===== config.mk =====
export PLATFORM = sky130hd
export DESIGN_NAME = spi_word_tx
export DESIGN_NICKNAME = d
export VERILOG_FILES = /design/src/rtl/mmaps_spi_pkg.sv /design/src/rtl/sync_edge.sv /design/src/rtl/spi_word_tx.sv
export SDC_FILE = /design/constraint.sdc
export NUM_CORES = 1
export LEC_CHECK = 0
export ABC_CLOCK_PERIOD_IN_PS = 2100
export BUFFER_PORTS_ARGS = -buffer_cell sky130_fd_sc_hd__buf_2
export CAP_MARGIN = 5
export CORE_MARGIN = 10
export CORE_UTILIZATION = 45
export CTS_CLUSTER_SIZE = 25
export DETAILED_ROUTE_END_ITERATION = 6
export GPL_ROUTABILITY_DRIVEN = 0
export SETUP_SLACK_MARGIN = 0.5
export SLEW_MARGIN = 5
export SYNTH_ARGS = -nofsm -noshare
export SYNTH_HDL_FRONTEND = slang
export SYNTH_SLANG_ARGS = --single-unit

===== constraint.sdc =====
create_clock -name sysclk -period 2.1 [get_ports sysclk]
set_clock_uncertainty 0.05 [all_clocks]
set_input_delay 0.21 -clock sysclk [delete_from_list [all_inputs] [get_ports sysclk]]
set_output_delay 0.21 -clock sysclk [all_outputs]
set_load 0.05 [all_outputs]

===== src/rtl/mmaps_spi_pkg.sv =====
// Shared types and constants for the ring-buffer SPI readout path.
// State encoding for the word transmitter and default widths.
package mmaps_spi_pkg;

    typedef enum logic [2:0] {
        ST_IDLE,
        ST_FETCH,
        ST_LOADED,
        ST_SHIFT,
        ST_DONE
    } spi_tx_state_t;

    localparam int SPI_DATA_W_DEFAULT = 16;
    localparam int SPI_SYNC_MIN       = 2;

endpackage


===== src/rtl/sync_edge.sv =====
// Multi-flop synchroniser for an asynchronous pad signal.
// Provides the synchronised level plus one-cycle rise/fall pulses.
module sync_edge
    import mmaps_spi_pkg::*;
#(
    parameter int   STAGES  = SPI_SYNC_MIN,
    parameter logic RST_VAL = 1'b0
) (
    input  logic i_clk,
    input  logic i_rst_n,
    input  logic i_async,
    output logic o_level,
    output logic o_rise,
    output logic o_fall
);

    logic [STAGES-1:0] r_sync;
    logic              r_prev;

    always_ff @(posedge i_clk) begin
        if (!i_rst_n) begin
            r_sync <= {STAGES{RST_VAL}};
            r_prev <= RST_VAL;
        end else begin
            r_sync <= {r_sync[STAGES-2:0], i_async};
            r_prev <= r_sync[STAGES-1];
        end
    end

    assign o_level = r_sync[STAGES-1];
    assign o_rise  = r_sync[STAGES-1] & ~r_prev;
    assign o_fall  = ~r_sync[STAGES-1] & r_prev;

endmodule


===== src/rtl/spi_word_tx.sv =====
// SPI-slave word transmitter: fetches ring-buffer words and shifts
// them out MSB-first on MISO, pulsing SPI_done per completed word.
module spi_word_tx
    import mmaps_spi_pkg::*;
#(
    parameter int DATA_W      = SPI_DATA_W_DEFAULT,
    parameter int RD_LAT      = 1,
    parameter int SYNC_STAGES = 2
) (
    input  logic              sysclk,
    input  logic              rst_n,
    input  logic              rd_request,
    input  logic              ro_done_n,
    input  logic [DATA_W-1:0] rb_data,
    input  logic              spi_sck,
    input  logic              spi_cs_n,
    output logic              spi_miso,
    output logic              SPI_done,
    output logic              busy,
    output logic              underrun
);

    localparam int CNT_W   = $clog2(DATA_W + 1);
    localparam int FETCH_W = (RD_LAT > 0) ? $clog2(RD_LAT + 1) : 1;
    localparam int SYNC_N  = (SYNC_STAGES < SPI_SYNC_MIN) ?
                             SPI_SYNC_MIN : SYNC_STAGES;

    spi_tx_state_t      r_state;
    logic [FETCH_W-1:0] r_fetch_cnt;
    logic [CNT_W-1:0]   r_bit_cnt;
    logic [DATA_W-1:0]  r_shreg;
    logic [DATA_W-1:0]  r_hold;
    logic               r_done;
    logic               r_underrun;

    logic w_sck_lvl;
    logic w_sck_rise;
    logic w_sck_fall;
    logic w_cs_lvl;
    logic w_cs_assert;
    logic w_cs_deassert;
    logic w_cs_act;
    logic w_req;
    logic w_clk_act;
    logic w_last;
    logic w_unused;

    sync_edge #(
        .STAGES  (SYNC_N),
        .RST_VAL (1'b0)
    ) u_sync_sck (
        .i_clk   (sysclk),
        .i_rst_n (rst_n),
        .i_async (spi_sck),
        .o_level (w_sck_lvl),
        .o_rise  (w_sck_rise),
        .o_fall  (w_sck_fall)
    );

    // cs_n idles high so reset must not fabricate a deassert edge
    sync_edge #(
        .STAGES  (SYNC_N),
        .RST_VAL (1'b1)
    ) u_sync_cs (
        .i_clk   (sysclk),
        .i_rst_n (rst_n),
        .i_async (spi_cs_n),
        .o_level (w_cs_lvl),
        .o_rise  (w_cs_deassert),
        .o_fall  (w_cs_assert)
    );

    assign w_unused  = &{1'b0, w_sck_lvl, w_cs_assert};
    assign w_cs_act  = ~w_cs_lvl;
    assign w_req     = rd_request & ro_done_n;
    assign w_clk_act = w_sck_rise & w_cs_act;
    assign w_last    = (r_bit_cnt == CNT_W'(DATA_W - 1));

    always_ff @(posedge sysclk) begin
        if (!rst_n) begin
            r_state     <= ST_IDLE;
            r_fetch_cnt <= '0;
            r_bit_cnt   <= '0;
            r_shreg     <= '0;
            r_hold      <= '0;
            r_done      <= 1'b0;
            r_underrun  <= 1'b0;
        end else begin
            r_done <= 1'b0;

            if (w_cs_deassert) begin
                r_underrun <= 1'b0;
            end else if (w_clk_act && w_req &&
                         (r_state == ST_FETCH ||
                          r_state == ST_DONE)) begin
                r_underrun <= 1'b1;
            end

            if (!rd_request) begin
                r_state   <= ST_IDLE;
                r_bit_cnt <= '0;
            end else begin
                unique case (r_state)
                    ST_IDLE: begin
                        if (ro_done_n) begin
                            r_state     <= ST_FETCH;
                            r_fetch_cnt <= FETCH_W'(RD_LAT);
                        end
                    end
                    ST_FETCH: begin
                        if (!ro_done_n) begin
                            r_state <= ST_IDLE;
                        end else if (r_fetch_cnt == '0) begin
                            r_shreg   <= rb_data;
                            r_hold    <= rb_data;
                            r_bit_cnt <= '0;
                            r_state   <= ST_LOADED;
                        end else begin
                            r_fetch_cnt <= r_fetch_cnt - FETCH_W'(1);
                        end
                    end
                    ST_LOADED: begin
                        if (w_cs_deassert) begin
                            r_shreg   <= r_hold;
                            r_bit_cnt <= '0;
                        end else if (!ro_done_n) begin
                            r_state <= ST_IDLE;
                        end else if (w_clk_act) begin
                            r_state   <= ST_SHIFT;
                            r_bit_cnt <= CNT_W'(1);
                        end
                    end
                    ST_SHIFT: begin
                        // abort beats a coincident rise; word is resent
                        if (w_cs_deassert) begin
                            r_shreg   <= r_hold;
                            r_bit_cnt <= '0;
                            r_state   <= ST_LOADED;
                        end else begin
                            if (w_clk_act) begin
                                r_bit_cnt <= r_bit_cnt + CNT_W'(1);
                                if (w_last) begin
                                    r_state <= ST_DONE;
                                    r_done  <= 1'b1;
                                end
                            end
                            if (w_sck_fall) begin
                                r_shreg <= {r_shreg[DATA_W-2:0], 1'b0};
                            end
                        end
                    end
                    ST_DONE: begin
                        if (ro_done_n) begin
                            r_state     <= ST_FETCH;
                            r_fetch_cnt <= FETCH_W'(RD_LAT);
                        end else begin
                            r_state <= ST_IDLE;
                        end
                    end
                    default: r_state <= ST_IDLE;
                endcase
            end
        end
    end

    assign spi_miso = (r_state == ST_LOADED || r_state == ST_SHIFT) &&
                      w_cs_act && r_shreg[DATA_W-1];
    assign SPI_done = r_done;
    assign busy     = (r_state != ST_IDLE);
    assign underrun = r_underrun;

endmodule


==> out/results.ini, run 1 <==
[run_status]
status=complete, no violations

[setup_path]
cp_slowest_stage_delay_ns=0.36
path_delay_family=compound AO/OA/AOI/OAI gates
cp.required_ns=2.23
cp_cell_sequence=ha_4, and3_4, ha_4, nor3b_4, a31oi_4, a2111oi_4, o22ai_1
cp_slowest_cell=dfxtp_4
cp_max_fo=4
crit_path_end_kind=register
cpMostUsedCell=ha_4
crit_path_start_kind=register
path_depth=7
ff2ff_path_depth=7
path_buf_inv=0
arrival_ns=1.90
critPathKind=register to register

[clock_tree]
clkTransAtPathRegs_ns=0.08
cts_buffers=5
cts.sinks=49
hold_buffers=0
cts_tree=yes
root_buffer=clkbuf_8
htreeDepth=2
clockBufferDepth=2
clkLatencyLatePin_ns=0.30

[synth]
yosysWarnings=0
ys.flop_type=dfxtp_1
synth_common_cells=49 x dfxtp_1, 33 x mux2i_1, 28 x nand2_1, 18 x o21a_1
synth_area_um2=2510
synthCells=267
async_flop_share=0
postSynthAreaPerCell_um2=9.39
yosysTopAreaCell=dfxtp_1
synth_top_area_share=0.391
ys_seq_area_frac=0.391
synth_fp_nets=291
yosysMostFrequentCell=dfxtp_1
ys_seq_elements=49
synthTopCellsByArea=dfxtp_1 39%, mux2i_1 13%, o21a_1 5.4%
synth_edf_count=0
netlist-cell-type-count=46

[final_layout]
fin_cells=381
layout-drive-gt1-share=0.288
nNetsFinal=333
antennaDiodeCount=0
fillCellCount=488
post-route-util=0.590
areaGrowthSynthToFinish_pct=28.7

[placement]
io_buffers=25
dp_hpwl_um=3600
dp.cells=353

[worst_hold_path]
hold_path_depth=2
min_path_type=input pin to register

[sta]
rsz0062_at_grt=yes
tightest_slew_ns=0.535
setup-tns-final_ns=0
fmax_ghz=0.563
fin_crit_ns=1.77
finalCritPeriodShare=0.845
slew_viol_final=0
relSlewSlack=0.643
setup_viol=0
finalHoldViolCount=0

[routing]
routed_wirelength_um=6140
drt-wirelength-per-cell_um=16.1
drtPass1Iterations=4
via_count=2107
drt-initial-drc-count=112
viasPerCell=5.53
remaining_drc_errors=0
drtAntennaViolNets=0

[global_routing]
grt_pass1_wl_um=10000
track_usage=0.138
antenna_found_initial=0
gr-total-overflow=0
grt_max_degree=57
grt_pass1_vias=1963

[floorplan]
row_count=27
die_h_um=94.6
core_area_um2=5470
dieWidth_um=94.6
io_pins=26
initial_core_util=0.458
die_area_um2=8960

[flow_run]
cap_violations=0

[power_and_ir_drop]
irDropWorstVdd_uv=261
power_density_nw_per_um2=532
leakage_nw=1.36
p_total_mw=1.72

power breakdown:
group,total [mW],switching (mW),internal [mW],leakage [nW]
Clock,0.560,0.298,0.262,0.0443
Sequential,0.951,0.0120,0.939,0.401
Combinational,0.208,0.107,0.101,0.914
layout by cell type, fill, tap and decap left out, drive strengths merged, types with 2 or more instances in the layout:
master,Yosys,routed
a21oi,3,3
a31oi,3,3
o21a,18,18
nor3b,3,3
o21ai,2,2
nand3,5,5
o311ai,15,15
nand2b,6,6
nand2,28,28
nor3,3,3
clkbuf,17,9
inv,4,4
a311oi,2,2
or2,2,2
nand4b,3,3
dfxtp,49,49
a211oi,2,2
nor2,5,5
ha,2,2
a211o,15,15
nor2b,17,17
buf,8,58
mux2i,33,33
and3,2,2
and2,5,5
cells by family (layout without fill, tap and decap cells):
kind of cell / count (synthesis) / after routing / synth area share
xor+xnor: 1 / 1 / 0.00349
simple gates: 85 / 85 / 0.189
flops: 49 / 49 / 0.391
compound gates: 68 / 68 / 0.222
mux: 33 / 33 / 0.132
fa+ha+maj: 2 / 2 / 0.00998
buf+inv: 29 / 71 / 0.0534
worst paths after layout:
| path | start | endpoint | slack (ns) |
|---|---|---|---|
| max | r_bit_cnt[0]$_SDFFE_PP0P_ | r_state[0]$_SDFFE_PP0P_ | 0.33 |
| min | spi_cs_n | u_sync_cs.r_sync[0]$_SDFF_PN1_ | 0.04 |
| max reg2reg | r_bit_cnt[0]$_SDFFE_PP0P_ | r_state[0]$_SDFFE_PP0P_ | 0.33 |
| min reg2reg | u_sync_cs.r_sync[0]$_SDFF_PN1_ | u_sync_cs.r_sync[1]$_SDFF_PN1_ | 0.36 |
registers in the layout, indices dropped and copies added (netlist names), 2 cells and up:
name	count
r_bit_cnt	5
r_hold	16
r_shreg	16
r_state	3
u_sync_cs.r_sync	2
u_sync_sck.r_sync	2
final cells by class:
class / count / area [um2] / area share
clock buffer: 7 / 86.3 / 0.0267
sequential: 49 / 1000 / 0.311
multi-input combinational: 189 / 1530 / 0.472
timing repair buffer: 60 / 508 / 0.157
tap: 72 / 90.1 / 0.0279
inverter: 4 / 15.0 / 0.00465
routing by layer:
layer,track usage,share of wire,up-vias
met1,0.185,0.49,1009
met5,0,0,-
li1,-,-,1065
met2,0.217,0.47,28
met3,0.0357,0.033,5
met4,0.0337,0.010,0
stage by stage:
stage	instance area, um2	hold WS [ns]	setup WS [ns]
2_1_floorplan	2550	0.261	0.284
3_3_place_gp	2760	0.340	0.194
3_5_place_dp	2760	0.343	0.172
4_1_cts	3020	0.0291	0.369
5_1_grt	3230	0.0574	0.263
6_report	3230	0.0352	0.325
what timing repair did:
action,4_1_cts,5_1_grt
setup buffers,8,11
cloned,0,2
endpoints found under the setup margin,42,36
pin swaps,7,6
gates resized for setup,27,17
No activity file was read; power rests on OpenSTA's default activity.
==> run 2, diff against run 1 <==
ABC_AREA = 1   (was unset)
ABC_CLOCK_PERIOD_IN_PS = 1900   (was 2100)
clock period = 1.9 ns   (was 2.1 ns; I/O delays follow)
==> run 2 against run 1 <==
Effect of this change: area after synthesis fell by 4.3%; largest cell class unchanged; highest routed layer unchanged; wire length increased by 12%; critical path type unchanged; die area shrank 3.4%; final area rose by 2.1%.
==> out/results.ini, run 2 <==
[run_status]
status=complete, no violations  ; unchanged

[floorplan]
core_area_um2=5140  ; was 5470 um2
die_area_um2=8650  ; was 8960 um2
initial_core_util=0.467  ; was 0.458
die_h_um=93.0  ; was 94.6 um
io_pins=26  ; unchanged
dieWidth_um=93.0  ; was 94.6 um
row_count=26  ; was 27

[final_layout]
final_common_cell=nand2_1  ; was dfxtp_1
post-route-util=0.641  ; was 0.590
mostFrequentLayoutCells=81 x nand2_1, 75 x nor2_1, 43 x dfxtp_1, 35 x inv_1, 23 x buf_2  ; was 43 x dfxtp_1, 33 x mux2i_1, 27 x nand2_1, 23 x buf_2, 23 x buf_4
layout-drive-gt1-share=0.307  ; was 0.288
multi_input_area_um2=1430  ; was 1530 um2
antennaDiodeCount=0  ; unchanged
reg.largest.list=r_hold x16, r_shreg x16, r_bit_cnt x5  ; unchanged
fillCellCount=495  ; was 488
areaGrowthSynthToFinish_pct=37.3  ; was 28.7%
seq_area_um2=998  ; was 1000 um2
fin_cells=497  ; was 381
nNetsFinal=450  ; was 333

[synth]
synth_fp_nets=397  ; was 291
netlist-cell-type-count=24  ; was 46
synth_area_um2=2400  ; was 2510 um2
ys_seq_area_frac=0.409  ; was 0.391
yosysTopAreaCell=dfxtp_1  ; unchanged
synthCells=373  ; was 267
yosysWarnings=0  ; unchanged
synth_edf_count=0  ; unchanged
yosysMostFrequentCell=nand2_1  ; was dfxtp_1
ys.flop_type=dfxtp_1  ; unchanged
ys_seq_elements=49  ; unchanged
synth_top_area_share=0.409  ; was 0.391
synthTopCellsByArea=dfxtp_1 41%, nand2_1 15%, nor2_1 14%  ; was dfxtp_1 39%, mux2i_1 13%, o21a_1 5.4%
synth_common_cells=99 x nand2_1, 90 x nor2_1, 49 x dfxtp_1, 39 x inv_1, 19 x o21ai_0  ; was 49 x dfxtp_1, 33 x mux2i_1, 28 x nand2_1, 18 x o21a_1
postSynthAreaPerCell_um2=6.43  ; was 9.39 um2
async_flop_share=0  ; unchanged

[global_routing]
grt_pass1_vias=2323  ; was 1,963
track_usage=0.146  ; was 0.138
grt_pass1_wl_um=10500  ; was 10,000 um
gr-total-overflow=0  ; unchanged
antenna_found_initial=0  ; unchanged
grt_max_degree=36  ; was 57

[sta]
finalCritPeriodShare=0.843  ; was 0.845
rsz0062_at_grt=yes  ; unchanged
setup-tns-final_ns=0  ; unchanged
fin_crit_ns=1.60  ; was 1.77 ns
worst_hold_slack_ns=0.0186  ; was 0.0352 ns
relSlewSlack=0.763  ; was 0.643
fmax_ghz=0.624  ; was 0.563 GHz
tightest_slew_ns=0.356  ; was 0.535 ns
slew_viol_final=0  ; unchanged
finalHoldViolCount=0  ; unchanged
setup_viol=0  ; unchanged

[routing]
viasPerCell=5.03  ; was 5.53
drtPass1Iterations=4  ; unchanged
drtAntennaViolNets=0  ; unchanged
via_count=2501  ; was 2,107
drt-wirelength-per-cell_um=13.9  ; was 16.1 um
remaining_drc_errors=0  ; unchanged
routed_wirelength_um=6890  ; was 6140 um
drt-initial-drc-count=135  ; was 112

[clock_tree]
cts_buffers=5  ; unchanged
clockBufferDepth=2  ; unchanged
clkTransAtPathRegs_ns=0.09  ; was 0.08 ns
cts_tree=yes  ; unchanged
root_buffer=clkbuf_8  ; unchanged
htreeDepth=2  ; unchanged
clkLatencyLatePin_ns=0.30  ; about the same
cts.sinks=49  ; unchanged

[setup_path]
crit_path_start_kind=register  ; unchanged
critPathKind=register to register  ; unchanged
crit_path_end_kind=register  ; unchanged
crit_path_end=r_shreg[6]$_SDFFE_PN0P_  ; was r_state[0]$_SDFFE_PP0P_
cp.required_ns=2.05  ; was 2.23 ns
cp_max_fo=8  ; was 4
r2r-start=r_state[2]$_SDFFE_PP0P_  ; was r_bit_cnt[0]$_SDFFE_PP0P_
r2r_setup_slack_ns=0.30  ; was 0.33 ns
ff2ff_path_depth=11  ; was 7
arrival_ns=1.75  ; was 1.90 ns
r2r_end=r_shreg[6]$_SDFFE_PN0P_  ; was r_state[0]$_SDFFE_PP0P_
crit_path_start=r_state[2]$_SDFFE_PP0P_  ; was r_bit_cnt[0]$_SDFFE_PP0P_

[power_and_ir_drop]
power_density_nw_per_um2=650  ; was 532 nW/um2
leakage_nw=1.49  ; was 1.36 nW
irDropWorstVdd_uv=557  ; was 261 uV
clkPwrFrac=0.293  ; was 0.326
p_int_mw=1.54  ; was 1.30 mW
netSwitchingPower_uw=598  ; was 417 uW
p_sw_frac=0.279  ; was 0.243
pwr-share-seq=0.512  ; was 0.553
p_total_mw=2.14  ; was 1.72 mW
combPwrFrac=0.194  ; was 0.121

[placement]
dp_hpwl_um=4080  ; was 3600 um
dp.cells=464  ; was 353
io_buffers=25  ; unchanged

[flow_run]
cap_violations=0  ; unchanged

[worst_hold_path]
min_path_type=input pin to register  ; unchanged

-- run 2: critical path, cell delays in order, from the launching register on --
cell       delay [ns]
dfxtp_4          0.38
inv_4            0.09
nand3_4          0.09
buf_6            0.14
nor2_4           0.09
o21ai_2          0.07
nand4_1          0.15
buf_6            0.14
clkbuf_16        0.15
nand2_1          0.05
nand2_1          0.05
nor2_1           0.04
-- run 2: power groups by stage --
| stage | clock network [mW] | registers, mW | logic (mW) |
|---|---|---|---|
| after floorplan | 0 | 1.11 | 0.230 |
| after global placement | 0 | 1.12 | 0.306 |
| after detailed placement | 0 | 1.12 | 0.309 |
| after CTS | 0.646 | 1.10 | 0.353 |
| after global routing | 0.675 | 1.10 | 0.467 |
| final | 0.628 | 1.10 | 0.416 |
-- run 2: metal layers --
layer | wire (um) | track usage
met5 | 0 | 0
met4 | 98 | 0.0476
met3 | 251 | 0.0304
met2 | 3560 | 0.252
met1 | 2970 | 0.176
-- run 2: cell families after synthesis --
family / synth area share
compound gates: 0.116
flops: 0.409
simple gates: 0.369
fa+ha+maj: 0.0104
buf+inv: 0.0923
xor+xnor: 0.00365
-- run 2: stage by stage --
| stage | setup WS [ns] | cell area [um2] |
|---|---|---|
| 2_1_floorplan | 0.343 | 2460 |
| 3_3_place_gp | 0.270 | 2680 |
| 3_5_place_dp | 0.245 | 2680 |
| 4_1_cts | 0.339 | 3000 |
| 5_1_grt | 0.204 | 3290 |
| 6_report | 0.298 | 3290 |
-- run 2: worst min-delay path by stage --
stage / startpoint / to / slack [ns] / cells after the start
detailed placement: spi_cs_n / u_sync_cs.r_sync[0]$_SDFF_PN1_ / 0.33 / 2
global route: spi_cs_n / u_sync_cs.r_sync[0]$_SDFF_PN1_ / 0.02 / 2
CTS: spi_sck / u_sync_sck.r_sync[0]$_SDFF_PN0_ / 0.01 / 3
global placement: spi_sck / u_sync_sck.r_sync[0]$_SDFF_PN0_ / 0.32 / 3
floorplan: spi_sck / u_sync_sck.r_sync[0]$_SDFF_PN0_ / 0.24 / 2
finish: spi_sck / u_sync_sck.r_sync[0]$_SDFF_PN0_ / 0.02 / 3
-- run 2: area by class of cell --
| type | count | area share |
|---|---|---|
| Timing Repair Buffer | 59 | 0.157 |
| Sequential cell | 49 | 0.303 |
| Inverter | 43 | 0.0528 |
| Clock buffer | 8 | 0.0273 |
| Tap cell | 70 | 0.0266 |
| Multi-Input combinational cell | 268 | 0.433 |
-- run 2: repair_timing --
item,in CTS,in global routing
pin swaps,4,11
setup buffers,14,6
gates resized for setup,34,50
gates cloned,1,4
hold buffers,0,0
setup endpoints to repair,41,41
